**src/rtl/daq_depacketizer.sv**
```systemverilog
// -----------------------------------------------------------------------------
// daq_depacketizer
//
// Purpose:
//   Drains the DAQ packet FIFO one byte at a time, hunts for the frame
//   preamble, and rebuilds 16-bit ADC words (low byte first). Each word is
//   presented on a valid/ready sample interface, tagged with its device and
//   channel index. Frame completion is counted when the last sample of a
//   frame is accepted downstream.
//
// Ports:
//   clk_i           clock (same as the FIFO read clock)
//   reset_i         asynchronous, active-low reset
//   fifo_empty_i    FIFO read-side empty flag
//   fifo_req_o      FIFO read request (one byte popped per high cycle)
//   fifo_data_i     FIFO read data, valid the cycle after fifo_req_o
//   sample_o        reassembled ADC word
//   sample_valid_o  sample_o / daq_idx_o / ch_idx_o / frame_start_o valid
//   sample_ready_i  downstream accept
//   daq_idx_o       device index of the presented sample
//   ch_idx_o        channel index of the presented sample
//   frame_start_o   high with the first sample of a frame
//   frame_done_o    1-cycle pulse when the last sample of a frame is accepted
//   sync_err_o      1-cycle pulse when an expected preamble is missing
//   locked_o        high while aligned to the frame structure
//   frame_cnt_o     completed-frame counter (wraps)
// -----------------------------------------------------------------------------
module daq_depacketizer #(
  parameter int          ADCCOUNT    = 8,
  parameter int          DAQCOUNT    = 4,
  parameter logic [15:0] PREAMBLE    = 16'hAAAA,
  parameter int          FRAME_CNT_W = 16
) (
  input  logic                   clk_i,
  input  logic                   reset_i,
  input  logic                   fifo_empty_i,
  output logic                   fifo_req_o,
  input  logic [7:0]             fifo_data_i,
  output logic [15:0]            sample_o,
  output logic                   sample_valid_o,
  input  logic                   sample_ready_i,
  output logic [2:0]             daq_idx_o,
  output logic [2:0]             ch_idx_o,
  output logic                   frame_start_o,
  output logic                   frame_done_o,
  output logic                   sync_err_o,
  output logic                   locked_o,
  output logic [FRAME_CNT_W-1:0] frame_cnt_o
);

  typedef enum logic [2:0] {
    S_HUNT0,  // looking for preamble low byte
    S_HUNT1,  // looking for preamble high byte
    S_DLO,    // expecting a data low byte
    S_DHI,    // expecting a data high byte
    S_PLO,    // expecting next frame's preamble low byte
    S_PHI     // expecting next frame's preamble high byte
  } state_e;

  localparam logic [2:0] CH_LAST  = 3'(ADCCOUNT - 1);
  localparam logic [2:0] DAQ_LAST = 3'(DAQCOUNT - 1);

  state_e                 state_q;
  logic                   rd_pend_q;   // a popped byte arrives on fifo_data_i this cycle
  logic [7:0]             lo_q;        // low byte of the word being assembled
  logic [2:0]             ch_q;        // channel index of the word being assembled
  logic [2:0]             daq_q;       // device index of the word being assembled
  logic                   word_last;   // word being assembled is the frame's last

  logic [15:0]            sample_q;
  logic                   valid_q;
  logic [2:0]             daq_out_q;
  logic [2:0]             ch_out_q;
  logic                   fstart_q;
  logic                   last_q;      // held sample is the last of its frame
  logic                   done_q;
  logic                   err_q;
  logic                   locked_q;
  logic [FRAME_CNT_W-1:0] frame_cnt_q;

  // Only one byte in flight, and no new pop while the output register is
  // occupied and not being drained, so a completed word always has a free
  // output slot to land in.
  assign fifo_req_o = reset_i && !fifo_empty_i && !rd_pend_q &&
                      (!valid_q || sample_ready_i);

  assign word_last = (daq_q == DAQ_LAST) && (ch_q == CH_LAST);

  // NOTE: all state here is sequential, so every assignment is non-blocking;
  // later assignments in the same cycle override earlier ones, which is how
  // a newly completed word wins over the "drop valid after accept" below.
  always_ff @(posedge clk_i or negedge reset_i) begin
    if (!reset_i) begin
      state_q     <= S_HUNT0;
      rd_pend_q   <= 1'b0;
      lo_q        <= '0;
      ch_q        <= '0;
      daq_q       <= '0;
      sample_q    <= '0;
      valid_q     <= 1'b0;
      daq_out_q   <= '0;
      ch_out_q    <= '0;
      fstart_q    <= 1'b0;
      last_q      <= 1'b0;
      done_q      <= 1'b0;
      err_q       <= 1'b0;
      locked_q    <= 1'b0;
      frame_cnt_q <= '0;
    end else begin
      rd_pend_q <= fifo_req_o;
      done_q    <= 1'b0;
      err_q     <= 1'b0;

      // Output handshake; frames are counted on acceptance, not assembly.
      if (valid_q && sample_ready_i) begin
        valid_q <= 1'b0;
        if (last_q) begin
          done_q      <= 1'b1;
          frame_cnt_q <= frame_cnt_q + 1'b1;
        end
      end

      if (rd_pend_q) begin
        unique case (state_q)
          S_HUNT0: begin
            if (fifo_data_i == PREAMBLE[7:0]) state_q <= S_HUNT1;
          end
          S_HUNT1: begin
            if (fifo_data_i == PREAMBLE[15:8]) begin
              state_q  <= S_DLO;
              locked_q <= 1'b1;
              ch_q     <= '0;
              daq_q    <= '0;
            end else begin
              state_q <= S_HUNT0;
            end
          end
          S_DLO: begin
            lo_q    <= fifo_data_i;
            state_q <= S_DHI;
          end
          S_DHI: begin
            sample_q  <= {fifo_data_i, lo_q};
            daq_out_q <= daq_q;
            ch_out_q  <= ch_q;
            fstart_q  <= (daq_q == 3'd0) && (ch_q == 3'd0);
            last_q    <= word_last;
            valid_q   <= 1'b1;
            if (word_last) begin
              state_q <= S_PLO;
            end else begin
              state_q <= S_DLO;
              if (ch_q == CH_LAST) begin
                ch_q  <= '0;
                daq_q <= daq_q + 3'd1;
              end else begin
                ch_q <= ch_q + 3'd1;
              end
            end
          end
          S_PLO: begin
            if (fifo_data_i == PREAMBLE[7:0]) begin
              state_q <= S_PHI;
            end else begin
              err_q    <= 1'b1;
              locked_q <= 1'b0;
              state_q  <= S_HUNT0;
            end
          end
          S_PHI: begin
            if (fifo_data_i == PREAMBLE[15:8]) begin
              state_q <= S_DLO;
              ch_q    <= '0;
              daq_q   <= '0;
            end else begin
              err_q    <= 1'b1;
              locked_q <= 1'b0;
              state_q  <= S_HUNT0;
            end
          end
          default: state_q <= S_HUNT0;
        endcase
      end
    end
  end

  assign sample_o       = sample_q;
  assign sample_valid_o = valid_q;
  assign daq_idx_o      = daq_out_q;
  assign ch_idx_o       = ch_out_q;
  assign frame_start_o  = fstart_q;
  assign frame_done_o   = done_q;
  assign sync_err_o     = err_q;
  assign locked_o       = locked_q;
  assign frame_cnt_o    = frame_cnt_q;

endmodule

```
**config.mk**
```make
export PLATFORM = sky130hd
export DESIGN_NAME = daq_depacketizer
export DESIGN_NICKNAME = d
export VERILOG_FILES = /design/src/rtl/daq_depacketizer.sv
export SDC_FILE = /design/constraint.sdc
export NUM_CORES = 1
export LEC_CHECK = 0
export CAP_MARGIN = 0
export CORE_MARGIN = 3
export CORE_UTILIZATION = 45
export DETAILED_ROUTE_END_ITERATION = 8
export PLACE_DENSITY = 0.74
export SYNTH_ARGS = -nofsm -noshare
export SYNTH_HDL_FRONTEND = slang
export SYNTH_SLANG_ARGS = --single-unit
```
**constraint.sdc**
```tcl
create_clock -name clk_i -period 3.7 [get_ports clk_i]
set_clock_uncertainty 0.1 [all_clocks]
set_input_delay 0.555 -clock clk_i [delete_from_list [all_inputs] [get_ports clk_i]]
set_output_delay 0.555 -clock clk_i [all_outputs]
set_load 0.03 [all_outputs]
```
### After elaboration in Yosys (flattened, before gate mapping)

Index checks and enable logic that the tools add are counted.

| cells by class | value |
|---|---|
| add/sub/neg operators | 3 |
| equality and inequality tests | 14 |
| multiplexer cells | 23 |
| reductions and logical operators | 24 |

Operator list:

| cell | count |
|---|---|
| 2-to-1 mux 3 bit | 8 |
| adder 16 x 1 -> 16 bit (second input constant) | 1 |
| one-hot mux 3 bit (5 select lines) | 1 |
| one-hot mux 3 bit (2 select lines) | 2 |
| 2-to-1 mux 1 bit | 10 |
| inequality test 2 bit (second input constant) | 5 |
| equality test 3 x 2 -> 1 bit (second input constant) | 3 |
| equality test 3 bit (second input constant) | 3 |
| logical NOT 3 bit | 3 |
| equality test 8 bit (second input constant) | 1 |
| AND reduction 2 bit | 4 |
| AND reduction 4 bit | 2 |
| adder 3 x 1 -> 3 bit (second input constant) | 2 |
| logical AND 1 bit | 6 |
| AND reduction 5 bit | 1 |
| nonzero test 2 bit | 2 |
| OR reduction 2 bit | 2 |
| equality test 3 x 1 -> 1 bit (second input constant) | 1 |
| logical NOT 1 bit | 3 |
| 2-to-1 mux 2 bit | 1 |
| inequality test 2 x 1 -> 1 bit (second input constant) | 1 |
| one-hot mux 1 bit (2 select lines) | 1 |
| logical OR 1 bit | 1 |

| word-level totals | value |
|---|---|
| register bits after elaboration | 62 |
| output and inout port bits | 44 |
| logic and storage cells | 79 |

### Longest topological paths before layout

Gate-level depths: netlist (run 1).

| logic depth | value |
|---|---|
| word-level depth | 4 |
| mapped depth | 6 |

### Worst setup path before layout (run 1)

OpenSTA, ideal clock, no wires.

| path | value |
|---|---|
| path kind | reg-to-output |
| from | register valid_q, in the netlist sample_valid_o |
| to | output port fifo_req_o |
| arrival | 1782 ps |
| required time | 3045 ps |
| path slack | 1263 ps |
| stages on the path, launching flop included | 3 |
| path buffers | 0 |
| path through | dfrtp_1 -> nor2b_1 -> nor4b_1 |

| on the way | value |
|---|---|
| cells in the longest elaborated chain, start to end | 3 |

Ends and longest elaborated chain:

| element | RTL line | source |
|---|---|---|
| from (decl) | 71 | `logic valid_q;` |
| from (signal assigned) | 100 | `valid_q <= 1'b0;` |
| from (signal assigned) | 116 | `valid_q <= 1'b0;` |
| from (signal assigned) | 148 | `valid_q <= 1'b1;` |
| logical NOT 1 bit | 85 | `(!valid_q \|\| sample_ready_i);` |
| logical OR 1 bit | 85 |  |
| logical AND 1 bit | 84 | `assign fifo_req_o = reset_i && !fifo_empty_i && !rd_pend_q &&` |
| to (decl) | 37 | `output logic fifo_req_o,` |

No other way between the ends.

### Final worst setup path (run 1)

| path | value |
|---|---|
| from | input port sample_ready_i |
| to | output port fifo_req_o |

| on the way | value |
|---|---|
| cells in the longest elaborated chain, start to end | 2 |

Ends and longest elaborated chain:

| element | RTL line | source |
|---|---|---|
| from (decl) | 41 | `input logic sample_ready_i,` |
| logical OR 1 bit | 85 |  |
| logical AND 1 bit | 84 |  |

No other way between the ends.

==> results of run 1 <==
[cells in the final DEF (no fill, tap or decap), drive strengths merged]
| master | n |
|---|---|
| inv | 9 |
| nand4b | 1 |
| a31o | 1 |
| and3 | 1 |
| a32o | 1 |
| a22o | 2 |
| nand4 | 5 |
| o41ai | 1 |
| nor2 | 8 |
| a31oi | 1 |
| nor4 | 2 |
| nor2b | 1 |
| a21oi | 3 |
| nor3 | 2 |
| mux2 | 26 |
| nor3b | 3 |
| xnor2 | 11 |
| buf | 2 |
| dfrtp | 62 |
| o21ai | 13 |
| clkbuf | 14 |
| or2 | 1 |
| nand4bb | 2 |
| xor2 | 4 |
| nand3b | 1 |
| o211ai | 1 |
| clkinv | 1 |
| clkdlybuf4s50 | 54 |
| nand2b | 3 |
| a21o | 1 |
| nand3 | 9 |
| nand2 | 17 |
| o31ai | 1 |
| nor4b | 1 |
| ha | 7 |
[worst max-delay path: cells and delay by family]
family        cells  cell delay (ns)
simple gates      2             0.44
buf+inv           2             1.29
[worst min path at each step]
stage,startpoint,end,slack [ns],depth (start not counted)
6_report,reset_i,frame_cnt_o[1]$_DFFE_PN0P_,0.35,2
5_1_grt,reset_i,ch_q[2]$_DFFE_PN0P_,0.40,2
4_1_cts,reset_i,state_q[1]$_DFFE_PN0P_,0.37,2
3_5_place_dp,daq_idx_o[0]$_DFFE_PN0P_,daq_idx_o[0]$_DFFE_PN0P_,0.37,2
3_3_place_gp,daq_idx_o[2]$_DFFE_PN0P_,daq_idx_o[2]$_DFFE_PN0P_,0.36,2
2_1_floorplan,reset_i,ch_idx_o[0]$_DFFE_PN0P_,0.16,0
[layout make-up]
| type | count | area, um2 | area share, % |
|---|---|---|---|
| Timing Repair Buffer | 56 | 553 | 16.0 |
| Sequential cell | 62 | 1550 | 44.9 |
| Multi-Input combinational cell | 130 | 1060 | 30.7 |
| Tap cell | 72 | 90.1 | 2.60 |
| Clock inverter | 1 | 5.00 | 0.145 |
| Inverter | 9 | 33.8 | 0.977 |
| Clock buffer | 14 | 163 | 4.70 |
[sequential cells by signal, indices dropped and copies added (netlist names)]
signal,flops
lo_q,8
last_q,1
ch_idx_o,3
ch_q,3
frame_done_o,1
daq_q,3
frame_cnt_o,16
frame_start_o,1
sample_valid_o,1
sync_err_o,1
daq_idx_o,3
rd_pend_q,1
state_q,3
sample_o,16
locked_o,1
[power by group]
part / total, mW / leakage, nW / internal (mW) / switching [mW]
Combinational: 0.0599 / 0.698 / 0.0262 / 0.0336
Sequential: 0.691 / 0.842 / 0.685 / 0.00599
Clock: 0.511 / 0.0865 / 0.276 / 0.236
[per-layer routing]
layer,track usage [%],wire [um]
met4,5.35,76
met3,7.74,376
met2,21.9,2120
met1,19.6,2330
met5,0,0
[per-stage QoR]
stage	power (mW)	util, %	hold slack, ns
after floorplan	0.724	-	0.159
after global placement	0.764	58.3	0.359
after detailed placement	0.765	58.3	0.369
after CTS	1.28	61.3	0.367
after global routing	1.32	61.3	0.400
final	1.26	61.3	0.346
[kinds of logic (layout without fill, tap and decap cells)]
| family | Yosys count | count (layout) | share of synthesized area [%] |
|---|---|---|---|
| AOI/OAI and AO/OA | 25 | 25 | 5.74 |
| xor gates and xnor gates | 15 | 15 | 4.90 |
| and+or+nand+nor | 57 | 57 | 14.8 |
| adders and majority gates | 7 | 7 | 3.27 |
| buffers and inverters | 15 | 80 | 2.47 |
| muxes | 26 | 26 | 10.9 |
| DFF | 62 | 62 | 57.9 |
==> metrics.md, run 1 <==
| Metric | Value |
|---|---|
| Synth warnings | 0 |
| Fillers | 478 |
| Final ANT Viol Nets | 0 |
| Initial antenna violation count | 0 |
| Layout area overhead | 29.0% |
| Worst path slowest cell | clkdlybuf4s50_1 |
| Finished Layout Cells | ~340 |
| Ant. Diodes | 0 |
| CP Capture Type | output pin |
| Final setup violation count | 0 |
| Die Footprint | a little under 0.007 mm2 |
| Top FF cell, synth | dfrtp_1 |
| Max-cap violations | 0 |
| #FFs+latches synth | 62 |
| Core area | 0.00564 mm2 |
| Clk pin slew, worst setup/hold paths | roughly 0.06 ns |
| Postcts setup bufs | 0 |
| CP Launch Point | sample_ready_i |
| Crit start category | input pin |
| Horiz. Die Dim | 83.2 um |
| CTS root buf | clkbuf_8 |
| Top post-synthesis cells by area | dfrtp_1, mux2_2, xnor2_1, ha_1, o21ai_0 |
| Synth unique cells | 39 |
| RSZ-0062 raised after global routing | no |
| CP Max Fanout | 2 |
| Syn Area/Cell | 12.9 um2 |
| DR DRC count | 0 |
| Slew Limit Fails | 0 |
| Clock Sink Count | 62 |
| Site Rows | 27 |
| Drt total wl | roughly 5000 um |
| Leading area contributor after synthesis | dfrtp_1 |
| Worst Setup Slack, final | around 0.76 ns |
| Worst EP arrival | about 2.3 ns |
| Tcrit/Tclk final | around 80% |
| Total grt overflow | 0 |
| Mapped Cells | about 210 |
| Fin crit period | 2.94 ns |
| Data required, critical path | 3.04 ns |
| Initial DRT Pass Iterations | 4 |
| Dpl cell area | roughly 0.0033 mm2 |
| CTS H-tree depth | 3 |
| Worst r2r dst | daq_q[2]$_DFFE_PN0P_ |
| Final Cell Area | about 0.0035 mm2 |
| Sequential cell area fraction in the yosys report | between 50 and 60% |
| # IOs | between 50 and 60 |
| VDD IR max | 0.310 mV |
| Vias | 1757 |
| Rel. slew slack | 49.4% |
| Pre-CTS setup slack | ~0.71 ns |
| Worst Tran Pin Value | ~0.76 ns |
| Post-synth EDFFs | 0 |
| Power per cell area | ~370 mW/mm2 |
| Async set or reset register ratio after synthesis | 100% |
| Total leakage power | roughly 1.6 nW |
| Hold Vio Cnt, Final | 0 |
| CP Class | input pin to output pin |
| Die Height | 83.2 um |
| Crit path to | fifo_req_o |
| Routability cong. | a little under 0.8 |
| Synth Net Count | 226 |
| CTS tree | done |
| Setup tns final | 0 ns |
| Layout cells sized above 1 | between 10% and 20% |
| Number of global-route vias before repair | ~1800 |
| Hold-fix buffers at CTS | 0 |
| Count leader, synth | dfrtp_1 |
| Critical Path, Cell by Cell | clkdlybuf4s50_1 > nor2b_1 > nor4b_1 > clkdlybuf4s50_1 |
| Worst R2R Setup Slack | about 1.5 ns |
| WL/cell | approximately 14 um |
| Nets | around 290 |
| Post-cts sizing count | 0 |
| Synthesized cell area | between 0.002 and 0.003 mm2 |
| Largest net degree at the start of global routing | 63 |
| Vias per inst | 5.11 |
| GRT Total Usage | 15.1% |
| Top cell type's share of synthesized area | 57.9% |
| CTS Buf Count | 9 |
| First DRT Iteration DRCs | 77 |
| Worst-skew pair later-pin latency | 0.34 ns |
| Max Fclk | 0.340 GHz |
| Critical path's most frequent cell | clkdlybuf4s50_1 |
| Global-route wire length before repair | 8270 um |
| Bufs on Longest Clock Path | 2 |
| Synth top cells by count | dfrtp_1, mux2_2, nand2_1, o21ai_0, xnor2_1 |
| Post-placement cell count | about 330 |
| HPWL after DPL | around 3400 um |
| # port buffers | 55 |
| FF-to-FF path depth | 4 |
| Initial core utilization | between 40% and 50% |
| RR Startpoint | rd_pend_q$_DFF_PN0_ |
| Slowest cell delay on critical path | 0.75 ns |
| Status | completed |
| Worst hold path type | input pin to async pin |
(Power assumes the default switching activity.)
==> run 2, diff against run 1 <==
--- a/config.mk
+++ b/config.mk
@@ -9,7 +9,7 @@
 export CORE_MARGIN = 3
 export CORE_UTILIZATION = 45
 export DETAILED_ROUTE_END_ITERATION = 8
-export PLACE_DENSITY = 0.74
+export PLACE_DENSITY = 0.77
 export SYNTH_ARGS = -nofsm -noshare
 export SYNTH_HDL_FRONTEND = slang
 export SYNTH_SLANG_ARGS = --single-unit
==> constraint.sdc (replaced) <==
create_clock -name clk_i -period 2.7 [get_ports clk_i]
set_clock_uncertainty 0.1 [all_clocks]
set_input_delay 0.405 -clock clk_i [delete_from_list [all_inputs] [get_ports clk_i]]
set_output_delay 0.405 -clock clk_i [all_outputs]
set_load 0.03 [all_outputs]
==> run 2 against run 1 <==
  * Worst setup slack worse by 0.19 ns
  * Power up 47%
  * Utilization up 0.69 points
  * Die area unchanged
  * Largest power group unchanged
  * Highest routed layer unchanged
==> metrics.md, run 2 (synthesized netlist as in run 1, its figures left out) <==
| Metric | Value |
|---|---|
| Status | completed (unchanged) |
| Slew Limit Fails | 0 (unchanged) |
| HPWL after DPL | 3490 um (was 3410 um) |
| Post-placement cell count | 330 (was 329) |
| Initial antenna violation count | 0 (unchanged) |
| Postcts setup bufs | 0 (unchanged) |
| Die Height | 83.2 um (unchanged) |
| Worst EP arrival | 1.63 ns (was 2.29 ns) |
| DR DRC count | 0 (unchanged) |
| Worst R2R Setup Slack | 0.78 ns (was 1.45 ns) |
| Drt total wl | 5020 um (was 4900 um) |
| # port buffers | 55 (unchanged) |
| CTS tree | done (unchanged) |
| Max Fclk | 0.468 GHz |
| RR Startpoint | rd_pend_q$_DFF_PN0_ (unchanged) |
| Layout area overhead | 30.5% (was 29.0%) |
| GRT Total Usage | 15.5% (was 15.1%) |
| Setup tns final | 0 ns (unchanged) |
| Crit start category | input pin (unchanged) |
| CTS root buf | clkbuf_8 (unchanged) |
| Horiz. Die Dim | 83.2 um (unchanged) |
| Worst hold path type | input pin to async pin (unchanged) |
| Vias per inst | 5.14 (was 5.11) |
| Number of global-route vias before repair | 1765 (was 1781) |
| CP Max Fanout | 2 (unchanged) |
| Worst r2r dst | daq_q[2]$_DFFE_PN0P_ (unchanged) |
| Tcrit/Tclk final | around four fifths |
| RSZ-0062 raised after global routing | no (unchanged) |
| Clk pin slew, worst setup/hold paths | 0.06 ns (about the same) |
| Layout cells sized above 1 | 19.7% (was 18.4%) |
| Rel. slew slack | 50.2% (was 49.4%) |
| Data required, critical path | 2.19 ns (was 3.04 ns) |
| Finished Layout Cells | 346 (was 344) |
| Routability cong. | 0.796 (was 0.772) |
| Worst-skew pair later-pin latency | 0.33 ns (was 0.34 ns) |
| Fin crit period | 2.14 ns |
| CTS Buf Count | 9 (unchanged) |
| Commonest non-fill, non-tap cells in the layout | dfrtp_1, clkdlybuf4s50_1, mux2_2, nand2_1, o21ai_0 (unchanged) |
| Max-cap violations | 0 (unchanged) |
| Final setup violation count | 0 (unchanged) |
| Power per cell area | 529 mW/mm2 (was 365 mW/mm2) |
| Worst Tran Pin Value | 0.747 ns (was 0.758 ns) |
| Pre-CTS setup slack | 0.470 ns (was 0.715 ns) |
| Worst Setup Slack, final | 0.564 ns (was 0.757 ns) |
| Hold-fix buffers at CTS | 0 (unchanged) |
| Total leakage power | 1.64 nW (was 1.63 nW) |
| Ant. Diodes | 0 (unchanged) |
| Largest net degree at the start of global routing | 63 (unchanged) |
| FF-to-FF path depth | 4 (unchanged) |
| Clock Sink Count | 62 (unchanged) |
| Die Footprint | 0.00692 mm2 (unchanged) |
| Bufs on Longest Clock Path | 2 (unchanged) |
| # IOs | 56 (unchanged) |
| Global-route wire length before repair | 8510 um (was 8270 um) |
| Vias | 1779 (was 1757) |
| Post-cts sizing count | 0 (unchanged) |
| VDD IR max | 0.452 mV (was 0.310 mV) |
| WL/cell | 14.5 um (was 14.2 um) |
| Core area | 0.00564 mm2 (unchanged) |
| Nets | 288 (was 287) |
| Initial core utilization | 47.5% (unchanged) |
| Initial DRT Pass Iterations | 4 (unchanged) |
| Site Rows | 27 (unchanged) |
| Commonest non-fill, non-tap cell in the layout | dfrtp_1 (unchanged) |
| CP Class | input pin to output pin (unchanged) |
| CTS H-tree depth | 3 (unchanged) |
| Final ANT Viol Nets | 0 (unchanged) |
| Total grt overflow | 0 (unchanged) |
| Hold Vio Cnt, Final | 0 (unchanged) |
| First DRT Iteration DRCs | 55 (was 77) |
| CP Capture Type | output pin (unchanged) |
-- run 2: cell types whose count changed in the layout (fill, tap and decap cells not counted) --
cell | previous run | this run
buf_4 | 1 | 3
bufinv_16 | 0 | 1
clkbuf_1 | 3 | 2
clkdlybuf4s50_1 | 54 | 53
clkinvlp_4 | 0 | 1
-- run 2: worst max path at each step --
| stage | start | to | slack, ns | depth (start not counted) |
|---|---|---|---|---|
| 2_1_floorplan | sample_valid_o$_DFF_PN0_ | fifo_req_o | 0.41 | 2 |
| 3_3_place_gp | fifo_data_i[2] | daq_q[2]$_DFFE_PN0P_ | 0.52 | 5 |
| 3_5_place_dp | fifo_data_i[2] | daq_q[2]$_DFFE_PN0P_ | 0.47 | 5 |
| 4_1_cts | sample_ready_i | fifo_req_o | 0.53 | 4 |
| 5_1_grt | sample_ready_i | fifo_req_o | 0.46 | 4 |
| 6_report | sample_ready_i | fifo_req_o | 0.56 | 4 |
-- run 2: metrics by stage --
stage	total power [mW]	instance area [um2]	hold WS, ns	util [%]
6_report	1.85	3500	0.184	62.0
3_3_place_gp	1.05	3300	0.363	58.4
4_1_cts	1.87	3500	0.211	62.0
2_1_floorplan	0.992	2680	0.00941	-
5_1_grt	1.91	3500	0.233	62.0
3_5_place_dp	1.05	3300	0.373	58.4
-- run 2: layer usage --
layer  GRT usage [%]  up-vias  routed length [um]
met5               0        -                   0
met4            6.69        0                  85
met3            6.45        8                 403
met2            23.0       59                2300
met1            19.9      859                2230
li1                -      853                   -
-- run 2: final cells by class --
class	count	area, um2
Clock inverter	3	42.5
Timing Repair Buffer	57	558
Multi-Input combinational cell	130	1060
Clock buffer	13	159
Inverter	9	33.8
Tap cell	72	90.1
Sequential cell	62	1550
Fill cell	459	2140
-- run 2: where the power goes --
group | leakage (nW) | switching [mW] | total (mW) | internal (mW)
Sequential | 0.842 | 0.00863 | 0.947 | 0.939
Clock | 0.0996 | 0.345 | 0.821 | 0.476
Combinational | 0.704 | 0.0457 | 0.0813 | 0.0356
-- run 2: critical path: stages --
cell	delay [ns]
clkdlybuf4s50_1	0.55
nor2b_1	0.09
nor4b_1	0.35
buf_4	0.25
